## src/rtl/multi_freq_serial_ch.sv

```systemverilog
// Single-channel serial pattern engine: shifts a DATA_BIT pattern out LSB first,
// holding each bit for a per-bit selectable period, with one-shot/continuous/repeat modes.
module multi_freq_serial_ch #(
    parameter int DATA_BIT     = 32,
    parameter int SEL_BIT      = 2,
    parameter int PERIOD_WIDTH = 8,
    parameter int REPEAT_WIDTH = 8
) (
    input  logic                                     clk_i,
    input  logic                                     rst_ni,
    input  logic [DATA_BIT-1:0]                      data_i,
    input  logic [DATA_BIT*SEL_BIT-1:0]              freq_sel_i,
    input  logic [(2**SEL_BIT)*PERIOD_WIDTH-1:0]     period_i,
    input  logic [1:0]                               mode_i,
    input  logic [REPEAT_WIDTH-1:0]                  repeat_i,
    input  logic                                     idle_level_i,
    input  logic                                     start_i,
    input  logic                                     stop_i,
    output logic                                     serial_o,
    output logic                                     busy_o,
    output logic                                     bit_tick_o,
    output logic                                     done_tick_o
);
    localparam int SLOTS = 2 ** SEL_BIT;
    localparam int BW    = (DATA_BIT > 1) ? $clog2(DATA_BIT) : 1;
    localparam logic [BW-1:0] LAST_BIT = BW'(DATA_BIT - 1);

    typedef enum logic {S_IDLE, S_RUN} state_e;

    state_e                             state_q, state_d;
    logic [DATA_BIT-1:0]                data_q, data_d;
    logic [DATA_BIT*SEL_BIT-1:0]        sel_q, sel_d;
    logic [SLOTS*PERIOD_WIDTH-1:0]      period_q, period_d;
    logic [1:0]                         mode_q, mode_d;
    logic [REPEAT_WIDTH-1:0]            rep_q, rep_d;
    logic                               idle_q, idle_d;
    logic [BW-1:0]                      b_q, b_d;
    logic [PERIOD_WIDTH-1:0]            c_q, c_d;
    logic [REPEAT_WIDTH-1:0]            p_q, p_d;
    logic                               serial_q, serial_d;
    logic                               busy_q, busy_d;
    logic                               bit_tick_q, bit_tick_d;
    logic                               done_q, done_d;

    logic [PERIOD_WIDTH-1:0]            cur_len, len_d;
    logic [REPEAT_WIDTH-1:0]            p_inc, rep_max;
    logic                               last_pass;

    // A zero period is stretched to one cycle so every bit is visible.
    function automatic logic [PERIOD_WIDTH-1:0] bit_len(
        input logic [SLOTS*PERIOD_WIDTH-1:0] per,
        input logic [SEL_BIT-1:0]            s
    );
        logic [PERIOD_WIDTH-1:0] v;
        v = per[int'(s)*PERIOD_WIDTH +: PERIOD_WIDTH];
        return (v == '0) ? PERIOD_WIDTH'(1) : v;
    endfunction

    assign cur_len = bit_len(period_q, sel_q[int'(b_q)*SEL_BIT +: SEL_BIT]);
    assign p_inc   = (p_q == '1) ? p_q : p_q + 1'b1;
    assign rep_max = (rep_q == '0) ? REPEAT_WIDTH'(1) : rep_q;

    always_comb begin
        state_d   = state_q;
        data_d    = data_q;
        sel_d     = sel_q;
        period_d  = period_q;
        mode_d    = mode_q;
        rep_d     = rep_q;
        idle_d    = idle_q;
        b_d       = b_q;
        c_d       = c_q;
        p_d       = p_q;
        serial_d  = serial_q;
        busy_d    = busy_q;
        done_d    = 1'b0;
        last_pass = 1'b1;
        case (state_q)
            S_IDLE: begin
                serial_d = idle_level_i;
                busy_d   = 1'b0;
                if (start_i && !stop_i) begin
                    data_d   = data_i;
                    sel_d    = freq_sel_i;
                    period_d = period_i;
                    mode_d   = mode_i;
                    rep_d    = repeat_i;
                    idle_d   = idle_level_i;
                    b_d      = '0;
                    c_d      = '0;
                    p_d      = '0;
                    state_d  = S_RUN;
                    busy_d   = 1'b1;
                    serial_d = data_i[0];
                end
            end
            S_RUN: begin
                if (stop_i) begin
                    state_d  = S_IDLE;
                    serial_d = idle_q;
                    busy_d   = 1'b0;
                    done_d   = 1'b1;
                end else if (c_q == cur_len - 1'b1) begin
                    c_d = '0;
                    if (b_q == LAST_BIT) begin
                        b_d = '0;
                        case (mode_q)
                            2'b01:   last_pass = 1'b0;
                            2'b10: begin
                                p_d       = p_inc;
                                last_pass = (p_inc >= rep_max);
                            end
                            default: last_pass = 1'b1;
                        endcase
                        if (last_pass) begin
                            state_d  = S_IDLE;
                            serial_d = idle_q;
                            busy_d   = 1'b0;
                            done_d   = 1'b1;
                        end else begin
                            serial_d = data_q[0];
                        end
                    end else begin
                        b_d      = b_q + 1'b1;
                        serial_d = data_q[b_d];
                    end
                end else begin
                    c_d = c_q + 1'b1;
                end
            end
            default: state_d = S_IDLE;
        endcase
        // The tick is registered, so it is predicted from the state about to be shown.
        len_d      = bit_len(period_d, sel_d[int'(b_d)*SEL_BIT +: SEL_BIT]);
        bit_tick_d = (state_d == S_RUN) && (c_d == len_d - 1'b1);
    end

    always_ff @(posedge clk_i or negedge rst_ni) begin
        if (!rst_ni) begin
            state_q    <= S_IDLE;
            data_q     <= '0;
            sel_q      <= '0;
            period_q   <= '0;
            mode_q     <= '0;
            rep_q      <= '0;
            idle_q     <= 1'b0;
            b_q        <= '0;
            c_q        <= '0;
            p_q        <= '0;
            serial_q   <= 1'b0;
            busy_q     <= 1'b0;
            bit_tick_q <= 1'b0;
            done_q     <= 1'b0;
        end else begin
            state_q    <= state_d;
            data_q     <= data_d;
            sel_q      <= sel_d;
            period_q   <= period_d;
            mode_q     <= mode_d;
            rep_q      <= rep_d;
            idle_q     <= idle_d;
            b_q        <= b_d;
            c_q        <= c_d;
            p_q        <= p_d;
            serial_q   <= serial_d;
            busy_q     <= busy_d;
            bit_tick_q <= bit_tick_d;
            done_q     <= done_d;
        end
    end

    assign serial_o    = serial_q;
    assign busy_o      = busy_q;
    assign bit_tick_o  = bit_tick_q;
    assign done_tick_o = done_q;
endmodule

```

## config.mk

```make
export PLATFORM = sky130hd
export DESIGN_NAME = multi_freq_serial_ch
export DESIGN_NICKNAME = d
export VERILOG_FILES = /design/src/rtl/multi_freq_serial_ch.sv
export SDC_FILE = /design/constraint.sdc
export NUM_CORES = 1
export LEC_CHECK = 0
export BUFFER_PORTS_ARGS = -buffer_cell sky130_fd_sc_hd__buf_4
export CELL_PAD_IN_SITES_DETAIL_PLACEMENT = 1
export CELL_PAD_IN_SITES_GLOBAL_PLACEMENT = 1
export CORE_UTILIZATION = 45
export DETAILED_ROUTE_END_ITERATION = 8
export GPL_ROUTABILITY_DRIVEN = 0
export PLACE_DENSITY_LB_ADDON = 0.1
export SYNTH_ARGS = -nofsm -noshare
export SYNTH_HDL_FRONTEND = slang
export SYNTH_SLANG_ARGS = --single-unit
```

## constraint.sdc

```tcl
create_clock -name clk_i -period 13.4 [get_ports clk_i]
set_input_delay 4.02 -clock clk_i [delete_from_list [all_inputs] [get_ports clk_i]]
set_output_delay 4.02 -clock clk_i [all_outputs]
set_load 0.01 [all_outputs]
```

==> summary.md <==
| Metric | Value |
|---|---|
| Outcome | finished, final reports clean |
| WS Path Type | flip-flop to flip-flop |
| Clock root buffer master | clkbuf_16 |
| Maxcap violations | 0 |
| Port-buffer cells | 146 |
| DIE AREA | 22880 um^2 |
| Post_cts resized | 0 |
| Routed len/inst | 19.19 um |
| DR vias/cell | 5.537 |
| First-pass GRT wire length | 47110 um |
| Switching share of power | 35.97% |
| Main flop type after synthesis | dfrtp_1 |
| Residual DRC | 0 |
| RR Endpoint | bit_tick_o$_DFF_PN0_ |
| EDFF count, synth | 0 |
| Vias | 8466 |
| DRT antenna net count | 0 |
| Max-Slew Margin vs Limit | 33.40% |
| Crit path DAT | 10070 ps |
| Worst Reg-to-Reg Cells | 31 |
| Final Core Density | 54.15% |
| P&R area growth vs syn | 17.86% |
| VDD IR-drop max | 0.0001106 V |
| Filler cells | 2595 |
| Psw | 0.6133 mW |
| Initial Utilization | 45.95% |
| Ys Warns | 0 |
| Initial antenna violation count | 0 |
| Reg2reg setup slack | 3630 ps |
| Unrepaired setup endpoints after global routing | no |
| Ratio of cells with drive above 1 in the final layout | 19.86% |
| Drt pass-1 iters | 4 |
| Setup Buffers After CTS | 0 |
| Later-pin clock latency in the skew report | 430 ps |
| Final setup vio count | 0 |
| Fmax | 102.4 MHz |
| Avg Cell Area, Syn | 8.993 um^2 |
| Area leader, netlist | dfrtp_1 |
| Detailed Route WL | 29340 um |
| Nets | 1394 |
| Number of distinct library cells after synthesis | 85 |
| Synth async-reset ratio | 100.0% |
| Area contributors post-synth | dfrtp_1, nand2_1, mux2i_1 |
| Sequential share of power | 37.4% |
| GRT Resource Usage Total | 27.08% |
| Synthesized Nets | 1272 |
| # H-tree levels | 4 |
| Period utilization | 72.89% |
| Top cell type's share of synthesized area | 41.18% |
| DR iter-0 viols | 423 |
| Critical R2R Launch | b_q[0]$_DFF_PN0_ |
| Clock power share | 28.4% |
| Setup TNS | 0 ps |
| Slowest stage cell, crit path | a211oi_4 |
| Largest net degree at the start of global routing | 97 |
| Final Hold Viols | 0 |
| Antenna diodes | 0 |
| Crit-path max FO | 28 |
| Final Max Slew Viols | 0 |
| Internal Pwr Total | 1.092 mW |
| Cell mode on critical path | mux2i_1 |
| Logic pwr share | 34.2% |
| Cells after synthesis | 1115 |
| Cell depth of the worst hold path | 2 |
| Seq/Total Area, Yosys | 41.18% |
| Min-Delay Path Class | flip-flop to flip-flop |
| CP endpoint kind | flip-flop |
| Die width | 151.3 um |
| Area of the mapped netlist | 10030 um^2 |
| Height of the die | 151.3 um |
| GRT overflow | 0 |
| Tot Pwr | 1.705 mW |
| Least-Margin Pin Slew | 999.0 ps |
| Hpwl dp | 21390 um |
| Worst Hold Launch | data_q[23]$_DFFE_PN0P_ |
| Worst hold path endpoint | data_q[23]$_DFFE_PN0P_ |
| Vias in the first global route | 9042 |
| FP Rows | 54 |
| LEAKAGE | 5.654 nW |
| PD cells | 144.3 nW/um^2 |
| Total CTS buffers | 17 |
| Clk slew on worst S/H paths | 70 ps |
| Hold-fix buffers at CTS | 0 |
| # clock sinks | 165 |
| WP data required | 13710 ps |
| IO Pins | 147 |
| Final min period | 9768 ps |
| Worst setup SP type | flip-flop |
| Max clock buf depth | 2 |
| CP peak stage delay | 800 ps |
| Skew final | 10.33 ps |
| Yosys reg bits | 165 |
| CTS tree | yes |
| Placeable Area | 21820 um^2 |
## power by group through the flow
stage | registers [mW] | logic (mW) | clock network (mW)
5_1_grt | 0.647 | 0.643 | 0.512
3_5_place_dp | 0.646 | 0.582 | 0
3_3_place_gp | 0.639 | 0.563 | 0
2_1_floorplan | 0.620 | 0.442 | 0
6_report | 0.637 | 0.583 | 0.485
4_1_cts | 0.637 | 0.588 | 0.495
## kinds of logic after synthesis
logic type | Yosys count | synth area share [%]
AO/OA/AOI/OAI | 113 | 9.159
buffers and inverters | 73 | 3.956
adder cells (fa/ha/maj) | 14 | 1.747
flip-flops | 165 | 41.18
multiplexers | 147 | 16.58
AND/OR/NAND/NOR | 579 | 25.28
XOR/XNOR | 24 | 2.096
## how the worst max path moves through the flow
stage | from | to | slack [ps] | cells past startpoint
3_3_place_gp | stop_i | bit_tick_o$_DFF_PN0_ | 4040 | 21
4_1_cts | b_q[0]$_DFF_PN0_ | bit_tick_o$_DFF_PN0_ | 3690 | 31
2_1_floorplan | stop_i | bit_tick_o$_DFF_PN0_ | 5270 | 22
6_report | b_q[0]$_DFF_PN0_ | bit_tick_o$_DFF_PN0_ | 3630 | 31
5_1_grt | b_q[0]$_DFF_PN0_ | bit_tick_o$_DFF_PN0_ | 3000 | 30
3_5_place_dp | stop_i | bit_tick_o$_DFF_PN0_ | 3620 | 22
## stage by stage
stage | std cells | worst slack, ps | hold slack, ps | area, um^2
after floorplan | 1115 | 5275 | 440.3 | 10030
after global placement | 1498 | 4041 | 456.6 | 11240
after detailed placement | 1498 | 3617 | 462.2 | 11240
after CTS | 1529 | 3694 | 480.1 | 11820
after global routing | 1529 | 3002 | 502.1 | 11820
final | 1529 | 3632 | 474.0 | 11820
## metal layers
layer / vias up / GRT usage (%) / wire (um)
met5: - / 0 / 0
met4: 0 / 9.150 / 735
met3: 46 / 4.277 / 1289
met2: 170 / 47.58 / 14750
met1: 4190 / 33.64 / 12560
li1: 4060 / - / -
## sequential cells by signal, indices dropped and copies added (netlist names), 2 cells and up
signal and cells:
data_q 32, p_q 8, mode_q 2, c_q 8, b_q 5, rep_q 8
sel_q 64, period_q 32
## cell type report
class	count	area (um^2)	share of cell area (%)
clock inverters	12	120.1	1.016
multi-input cells	877	5522	46.72
clock buffers	19	452.9	3.833
flip-flops and latches	165	4130	34.95
repair buffers	154	1160	9.815
well taps	280	350.3	2.965
inverters	22	82.58	0.6988
## cells in the final DEF (no fill, tap or decap), types with 3 or more instances in the layout
master,count
a211oi_1,5
a21o_1,3
a21oi_1,15
a22oi_1,12
a31oi_1,4
and2_1,6
and3_1,4
and4_1,3
buf_4,153
clkbuf_16,17
clkinvlp_4,4
dfrtp_1,164
ha_1,14
inv_1,21
inv_6,4
mux2_2,9
mux2i_1,121
mux4_2,11
nand2_1,419
nand2b_1,7
nand3_1,28
nand3b_1,3
nand4_1,13
nor2_1,41
nor2b_1,9
nor3_1,12
o211ai_1,4
o211ai_2,3
o21ai_0,26
o22ai_1,4
o31ai_4,3
or2_2,4
or3_1,5
xnor2_1,11
xor2_1,13
## synth_stat cells, drive strengths merged, types with 2 or more instances
cell type and instances:
mux2i 125, a22oi 13, o2111a 2, dfrtp 165, a21oi 15, o2bb2ai 2, or2 5, o21ai 28
nor3 14, nand4 13, a21boi 4, a2111oi 2, nand3 29, and3 4, nand2b 7, buf 25
nor2 43, a211oi 6, o211ai 7, o31ai 3, a31oi 5, nor4b 2, nand3b 3, nor3b 3
a41oi 2, ha 14, inv 21, o22ai 5, mux4 11, nor4 5, and4 3, and2 6
nor2b 9, or3b 2, a211o 2, o31a 2, mux2 11, xor2 13, xnor2 11, or3 7
nand2 421, clkbuf 26, a21o 3
## critical path: cells and delay by family (launching register included)
| kind | cells | cell delay [ps] |
|---|---|---|
| AOI/OAI and AO/OA | 11 | 3150 |
| and+or+nand+nor | 9 | 2910 |
| muxes | 6 | 1390 |
| DFF | 1 | 760 |
| buffers and inverters | 2 | 740 |
| adders and majority gates | 2 | 530 |
| xor gates and xnor gates | 1 | 130 |
Note: power is estimated with default switching activity, not from simulation.
